### config.mk
export PLATFORM = sky130hd
export DESIGN_NAME = rpn_sequencer
export DESIGN_NICKNAME = d
export VERILOG_FILES = /design/src/rtl/rpn_sequencer.sv
export SDC_FILE = /design/constraint.sdc
export NUM_CORES = 1
export LEC_CHECK = 0
export CAP_MARGIN = 25
export CORE_MARGIN = 4
export CORE_UTILIZATION = 45
export DETAILED_ROUTE_END_ITERATION = 7
export PLACE_DENSITY = 0.75
export SLEW_MARGIN = 30
export SYNTH_ARGS = -nofsm -noshare
export SYNTH_HDL_FRONTEND = slang
export SYNTH_SLANG_ARGS = --single-unit
### constraint.sdc
create_clock -name clk -period 2.85 [get_ports clk]
set_input_delay 0.855 -clock clk [delete_from_list [all_inputs] [get_ports clk]]
set_output_delay 0.855 -clock clk [all_outputs]
set_load 0.1 [all_outputs]
### src/rtl/rpn_sequencer.sv
// RPN evaluator that drives an external LIFO stack through push/pop/din/dout.
// Tracks stack occupancy itself and reports each operator result on a one-cycle strobe.
module rpn_sequencer #(
   parameter int unsigned WIDTH = 4,
   parameter int unsigned DEPTH = 8
) (
   input  logic                     clk,
   input  logic                     rst,
   input  logic                     tok_valid,
   output logic                     tok_ready,
   input  logic                     tok_is_op,
   input  logic [WIDTH-1:0]         tok_data,
   output logic                     stk_push,
   output logic                     stk_pop,
   output logic [WIDTH-1:0]         stk_din,
   input  logic [WIDTH-1:0]         stk_dout,
   output logic                     res_valid,
   output logic [WIDTH-1:0]         result,
   output logic                     err,
   output logic [$clog2(DEPTH):0]   count
);

   localparam int unsigned CW = $clog2(DEPTH) + 1;

   typedef enum logic [2:0] {
      IDLE   = 3'd0,
      POP_B  = 3'd1,
      GET_B  = 3'd2,
      POP_A  = 3'd3,
      GET_A  = 3'd4,
      PUSH_R = 3'd5,
      ERROR  = 3'd6
   } state_t;

   state_t            state, state_nxt;
   logic [CW-1:0]     count_nxt;
   logic [WIDTH-1:0]  a, a_nxt, b, b_nxt, r;
   logic [WIDTH-1:0]  result_nxt;
   logic [1:0]        op, op_nxt;
   logic              err_nxt, res_valid_nxt;

   // a is the deeper operand, so sub is a - b; carries and borrows wrap
   always_comb begin
      r = '0;
      case (op)
         2'b00:   r = a + b;
         2'b01:   r = a - b;
         2'b10:   r = a & b;
         default: r = a ^ b;
      endcase
   end

   always_ff @(posedge clk) begin
      if (rst) begin
         state     <= IDLE;
         count     <= '0;
         err       <= 1'b0;
         res_valid <= 1'b0;
         result    <= '0;
         a         <= '0;
         b         <= '0;
         op        <= '0;
      end else begin
         state     <= state_nxt;
         count     <= count_nxt;
         err       <= err_nxt;
         res_valid <= res_valid_nxt;
         result    <= result_nxt;
         a         <= a_nxt;
         b         <= b_nxt;
         op        <= op_nxt;
      end
   end

   always_comb begin
      state_nxt     = state;
      count_nxt     = count;
      err_nxt       = err;
      res_valid_nxt = 1'b0;
      result_nxt    = result;
      a_nxt         = a;
      b_nxt         = b;
      op_nxt        = op;
      tok_ready     = 1'b0;
      stk_push      = 1'b0;
      stk_pop       = 1'b0;
      stk_din       = '0;

      case (state)
         IDLE: begin
            tok_ready = 1'b1;
            if (tok_valid) begin
               if (!tok_is_op) begin
                  if (count < CW'(DEPTH)) begin
                     stk_push  = 1'b1;
                     stk_din   = tok_data;
                     count_nxt = count + CW'(1);
                  end else begin
                     err_nxt   = 1'b1;
                     state_nxt = ERROR;
                  end
               end else if (count < CW'(2)) begin
                  err_nxt   = 1'b1;
                  state_nxt = ERROR;
               end else begin
                  op_nxt    = tok_data[1:0];
                  state_nxt = POP_B;
               end
            end
         end
         POP_B: begin
            stk_pop   = 1'b1;
            count_nxt = count - CW'(1);
            state_nxt = GET_B;
         end
         GET_B: begin
            b_nxt     = stk_dout;
            state_nxt = POP_A;
         end
         POP_A: begin
            stk_pop   = 1'b1;
            count_nxt = count - CW'(1);
            state_nxt = GET_A;
         end
         GET_A: begin
            a_nxt     = stk_dout;
            state_nxt = PUSH_R;
         end
         PUSH_R: begin
            stk_push      = 1'b1;
            stk_din       = r;
            count_nxt     = count + CW'(1);
            result_nxt    = r;
            res_valid_nxt = 1'b1;
            state_nxt     = IDLE;
         end
         ERROR: begin
            state_nxt = ERROR;
         end
         default: begin
            state_nxt = IDLE;
         end
      endcase
   end

endmodule

* Word level (Yosys, flattened, before mapping)
Cells that the tools add are included.
** Word-level totals
- Output and inout bits :: 17
- Bits in registers :: 23
- Logic and storage cells :: 63
** Cells by class
- Equal/unequal tests :: 14
- Bitwise gates (word level) :: 3
- Reduce and logical (&&, ||, !) cells :: 8
- $add $sub $neg :: 4
- Multiplexer cells :: 24
- Order comparisons :: 2
** Operators with widths (count)
- $mux W4 :: 6
- $pmux W4 S3 :: 2
- $pmux W3 S6 :: 1
- $mux W3 :: 4
- $reduce_and A4 Y1 :: 3
- $eq A3 B3 Y1 const B :: 3
- $mux W1 :: 9
- $ne A2 B2 Y1 const B :: 4
- $pmux W4 S2 :: 1
- $eq A3 B2 Y1 const B :: 2
- $add A4 B1 Y4 const B :: 1
- $add A4 B4 Y4 :: 1
- $and A4 B4 Y4 :: 1
- $lt A4 B2 Y1 const B :: 1
- $lt A4 B4 Y1 const B :: 1
- $sub A4 B1 Y4 const B :: 1
- $sub A4 B4 Y4 :: 1
- $xor A4 B4 Y4 :: 1
- $eq A3 B1 Y1 const B :: 1
- $logic_not A3 Y1 :: 1
- $ne A3 B3 Y1 const B :: 1
- $reduce_bool A3 Y1 :: 1
- $eq A2 B1 Y1 const B :: 1
- $eq A2 B2 Y1 const B :: 1
- other kinds (6) :: 6

* Longest topological paths before layout
- Depth in word-level cells :: 5
- Depth in mapped cells :: 11
- Gate-level depth less buffers :: 11

* Worst setup path before layout
Ideal clock, no wire load.
- Path kind :: register -> output
- From :: register b[0]
- To :: output port stk_din[2]
- Cell stages (with the launch flop) :: 9
- Path slack :: -1.625 ns
- Data arrival time :: 3.620 ns
- Cells stage by stage :: dfxtp_1 > inv_1 > ha_1 > nand2_1 > o21ai_0 > fa_1 > xnor2_1 > o21ai_0 > o21ai_0
** On the way
- Word-level cells in the longest chain between the ends :: 3
- Elaborated cells on any way between the ends :: 4
** Ends and longest elaborated chain
- from (decl) :: RTL line 37 : logic [WIDTH-1:0] a, a_nxt, b, b_nxt, r;
- from (signal assigned) :: RTL line 70 : b <= b_nxt;
- $sub A4 B4 Y4 or $add A4 B4 Y4 (tied branches) :: RTL line 47, 46
- $pmux W4 S3 * :: RTL line 45 : case (op)
- $pmux W4 S2 * :: RTL line 89 : case (state)
- to (decl) :: RTL line 15 : output logic [WIDTH-1:0] stk_din,
Mark *: on every way between the ends. The rest lies on a longest branch, timed or not.

* Worst setup path in the final report
- From :: register b[1]
- To :: output port stk_din[3]
The elaborated chain is that of the path after synthesis.

==> reports/qor.yml <==
outcome:
  status: "finished with violations"
  violations: "negative setup slack"
global_routing:
  grt_use_met1: 0.2000
  met2_usage: 0.2983
  top_usage_layer: "met2"
  grtUsageMet3: 0.04317
  grt_pass1_vias: 1203
  grt_max_degree: 16
  grt_antenna_before_repair: 0
  grt_usage: 0.1655
  overflow: 0
  grt_pass1_wl_um: 5375
sta:
  worstMarginPinSlew_ns: 0.5791
  max_freq_ghz: 0.2982
  fin_ws_ns: -0.5031
  period_needed_ns: 3.353
  skew_ns: 0.009411
  hold_ws_ns: 0.4737
  finalSetupViolCount: 3
  drv_slew: 0
  slew_headroom: 0.6127
  period_share: 1.177
  timing_hold_violations_final: 0
  rsz0062_at_grt: "yes"
final_layout:
  regArea_um2: 471.7
  final_cell_mix: "buf_4 (39), nor2_1 (29), dfxtp_1 (18)"
  final_area_um2: 2008
  area_growth_pct: 48.47
  drive_gt1_frac: 0.3589
  n_fill_cell: 207
  nNetsFinal: 234
  multi_input_area_um2: 895.9
  antenna_cells: 0
  mostFrequentLayoutCell: "buf_4"
power:
  swShare: 0.4949
  p_total_w: 0.002324
  pwr-share-seq: 0.214
  ir_worst_vdd_mv: 0.4676
  power.share.combinational: 0.720
  p_leak_nw: 0.9120
  pwr-share-clk: 0.066
  p_switching_w: 0.001150
  powerDensity_nw_per_um2: 1158
  intPower_w: 0.001174
logic_synthesis:
  syn_area_um2: 1353
  yosysSeqAreaShare: 0.3404
  synth_top_cells_by_area: "dfxtp_1 (34%), ha_1 (9.3%), nor2_1 (8.3%), mux2i_1 (8.1%), a21oi_1 (4.4%)"
  postSynthAreaPerCell_um2: 8.726
  ys_ff_latch: 23
  synth_cells: 155
  yosysUniqueCellTypes: 32
  synth_top_area_frac: 0.3404
  ys_warn_count: 0
  syn-num-nets: 179
  synth_area_leader_cell: "dfxtp_1"
worst_setup_path:
  required_ns: 2.00
  path_class: "reg2out"
  cp.arrival_ns: 2.50
  reg2reg_depth: 13
  endpoint_kind: "output pin"
  worstPathMaxFanout: 2
  worstSetupStartpointType: "flip-flop"
min_path:
  hold_path_depth: 1
  hold_path_class: "reg2reg"
cts:
  cts_buffers: 3
  cts_sinks: 23
  clk_pin_slew_ns: 0.13
  htree_levels: 1
  clock-root-buffer: "clkbuf_4"
  cts_tree: "built"
  clk_latency_ns: 0.31
  cts_buffer_depth: 2
placement:
  gp_congestion: 0.8071
  dpl.hpwl_um: 2440
  port_buffers: 28
  place_area_um2: 1848
drt:
  detail_route.wl_per_cell_um: 13.96
  vias_per_cell: 5.267
  first_pass_iters: 4
  totalWireLength_um: 3350
  drc_errors: 0
  vias: 1264
  drt_iter0_drc: 37
  ant_nets: 0
job:
  max-cap-violations: 0
floorplanning:
  initial_core_util: 0.4822
  num_io_pins: 29
  row_count: 19
  die_w_um: 62.83
  dieArea_um2: 3947
  coreArea_um2: 2805
  die_h_um: 62.83
==> routing by layer <==
metal | wire (um) | up-vias
li1 | - | 641
met1 | 1429 | 597
met2 | 1766 | 22
met3 | 115 | 4
met4 | 38 | 0
met5 | 0 | -
==> worst max-delay path, stage by stage, from the launching register on <==
cell and delay [ns]:
dfxtp_2 0.37, inv_2 0.05, ha_4 0.26, nand2_2 0.04, o21ai_2 0.06, inv_1 0.06, ha_1 0.26, nor2b_1 0.12
o21ai_1 0.15, nor3b_2 0.19, mux2i_1 0.12, a32o_4 0.32, buf_12 0.16
==> final timing paths <==
kind	start	endpoint	slack, ns
setup / recovery	b[1]	stk_din[3]	-0.50
hold / removal	state[0]	state[1]	0.47
hold reg to reg	state[0]	state[1]	0.47
setup reg to reg	b[1]	result[3]	0.58
==> cell families after synthesis <==
kind of cell | Yosys count | synth area share
flops | 23 | 0.3404
simple gates | 54 | 0.2063
compound gates | 31 | 0.1462
mux | 12 | 0.08973
fa+ha+maj | 12 | 0.1221
xor+xnor | 7 | 0.04533
buf+inv | 16 | 0.04995
==> power by group through the flow <==
stage | Clock, W | Combinational (W) | Sequential [W]
6_report | 0.000153 | 0.00167 | 0.000497
5_1_grt | 0.000172 | 0.00177 | 0.000513
4_1_cts | 0.000155 | 0.00155 | 0.000504
3_5_place_dp | 0 | 0.00146 | 0.000511
3_3_place_gp | 0 | 0.00143 | 0.000500
2_1_floorplan | 0 | 0.000859 | 0.000664
==> area by class of cell <==
type                       count  share of cell area
multi-input combinational    116              0.4461
clock buffer                   3             0.01121
sequential                    23              0.2349
clock inverter                 1            0.002492
timing repair buffer          57              0.2692
inverter                       9             0.01682
tap                           31             0.01931
==> what timing repair did <==
action	in CTS	in global routing
endpoints found under the setup margin	5	5
setup buffers	4	10
gates resized for setup	9	5
hold buffers	0	0
pin swaps	9	6
==> per-stage QoR <==
step	setup TNS, ns	instances	utilization	setup slack, ns
after floorplan	-0.2740	155	-	-0.2469
after global placement	-0.4072	224	0.6588	-0.09818
after detailed placement	-0.5418	224	0.6588	-0.1693
after CTS	-1.036	230	0.6860	-0.4971
after global routing	-1.347	240	0.7159	-0.6772
final	-0.9395	240	0.7159	-0.5031
==> registers in the layout, indices dropped and copies added (netlist names) <==
| name | flops |
|---|---|
| state | 3 |
| a | 4 |
| res_valid | 1 |
| err | 1 |
| result | 4 |
| b | 4 |
| count | 4 |
| op | 2 |
==> Yosys cell counts <==
cell type,instances
nor2_1,30
dfxtp_1,23
a21oi_1,12
mux2i_1,11
ha_1,10
inv_1,9
o21ai_0,7
clkbuf_1,6
nand2_1,5
nor2b_1,4
xnor2_1,4
a211oi_1,3
a21o_1,3
nor3b_1,3
xor2_1,3
a32o_1,2
fa_1,2
nand2b_1,2
nand3b_1,2
nor3_1,2
a2111oi_0,1
a21oi_2,1
and2_1,1
buf_6,1
mux2_2,1
nor4b_1,1
nor4b_4,1
o21ba_2,1
o311a_1,1
or2_2,1
or3_1,1
or3_4,1
No activity file was read; power rests on OpenSTA's default activity.
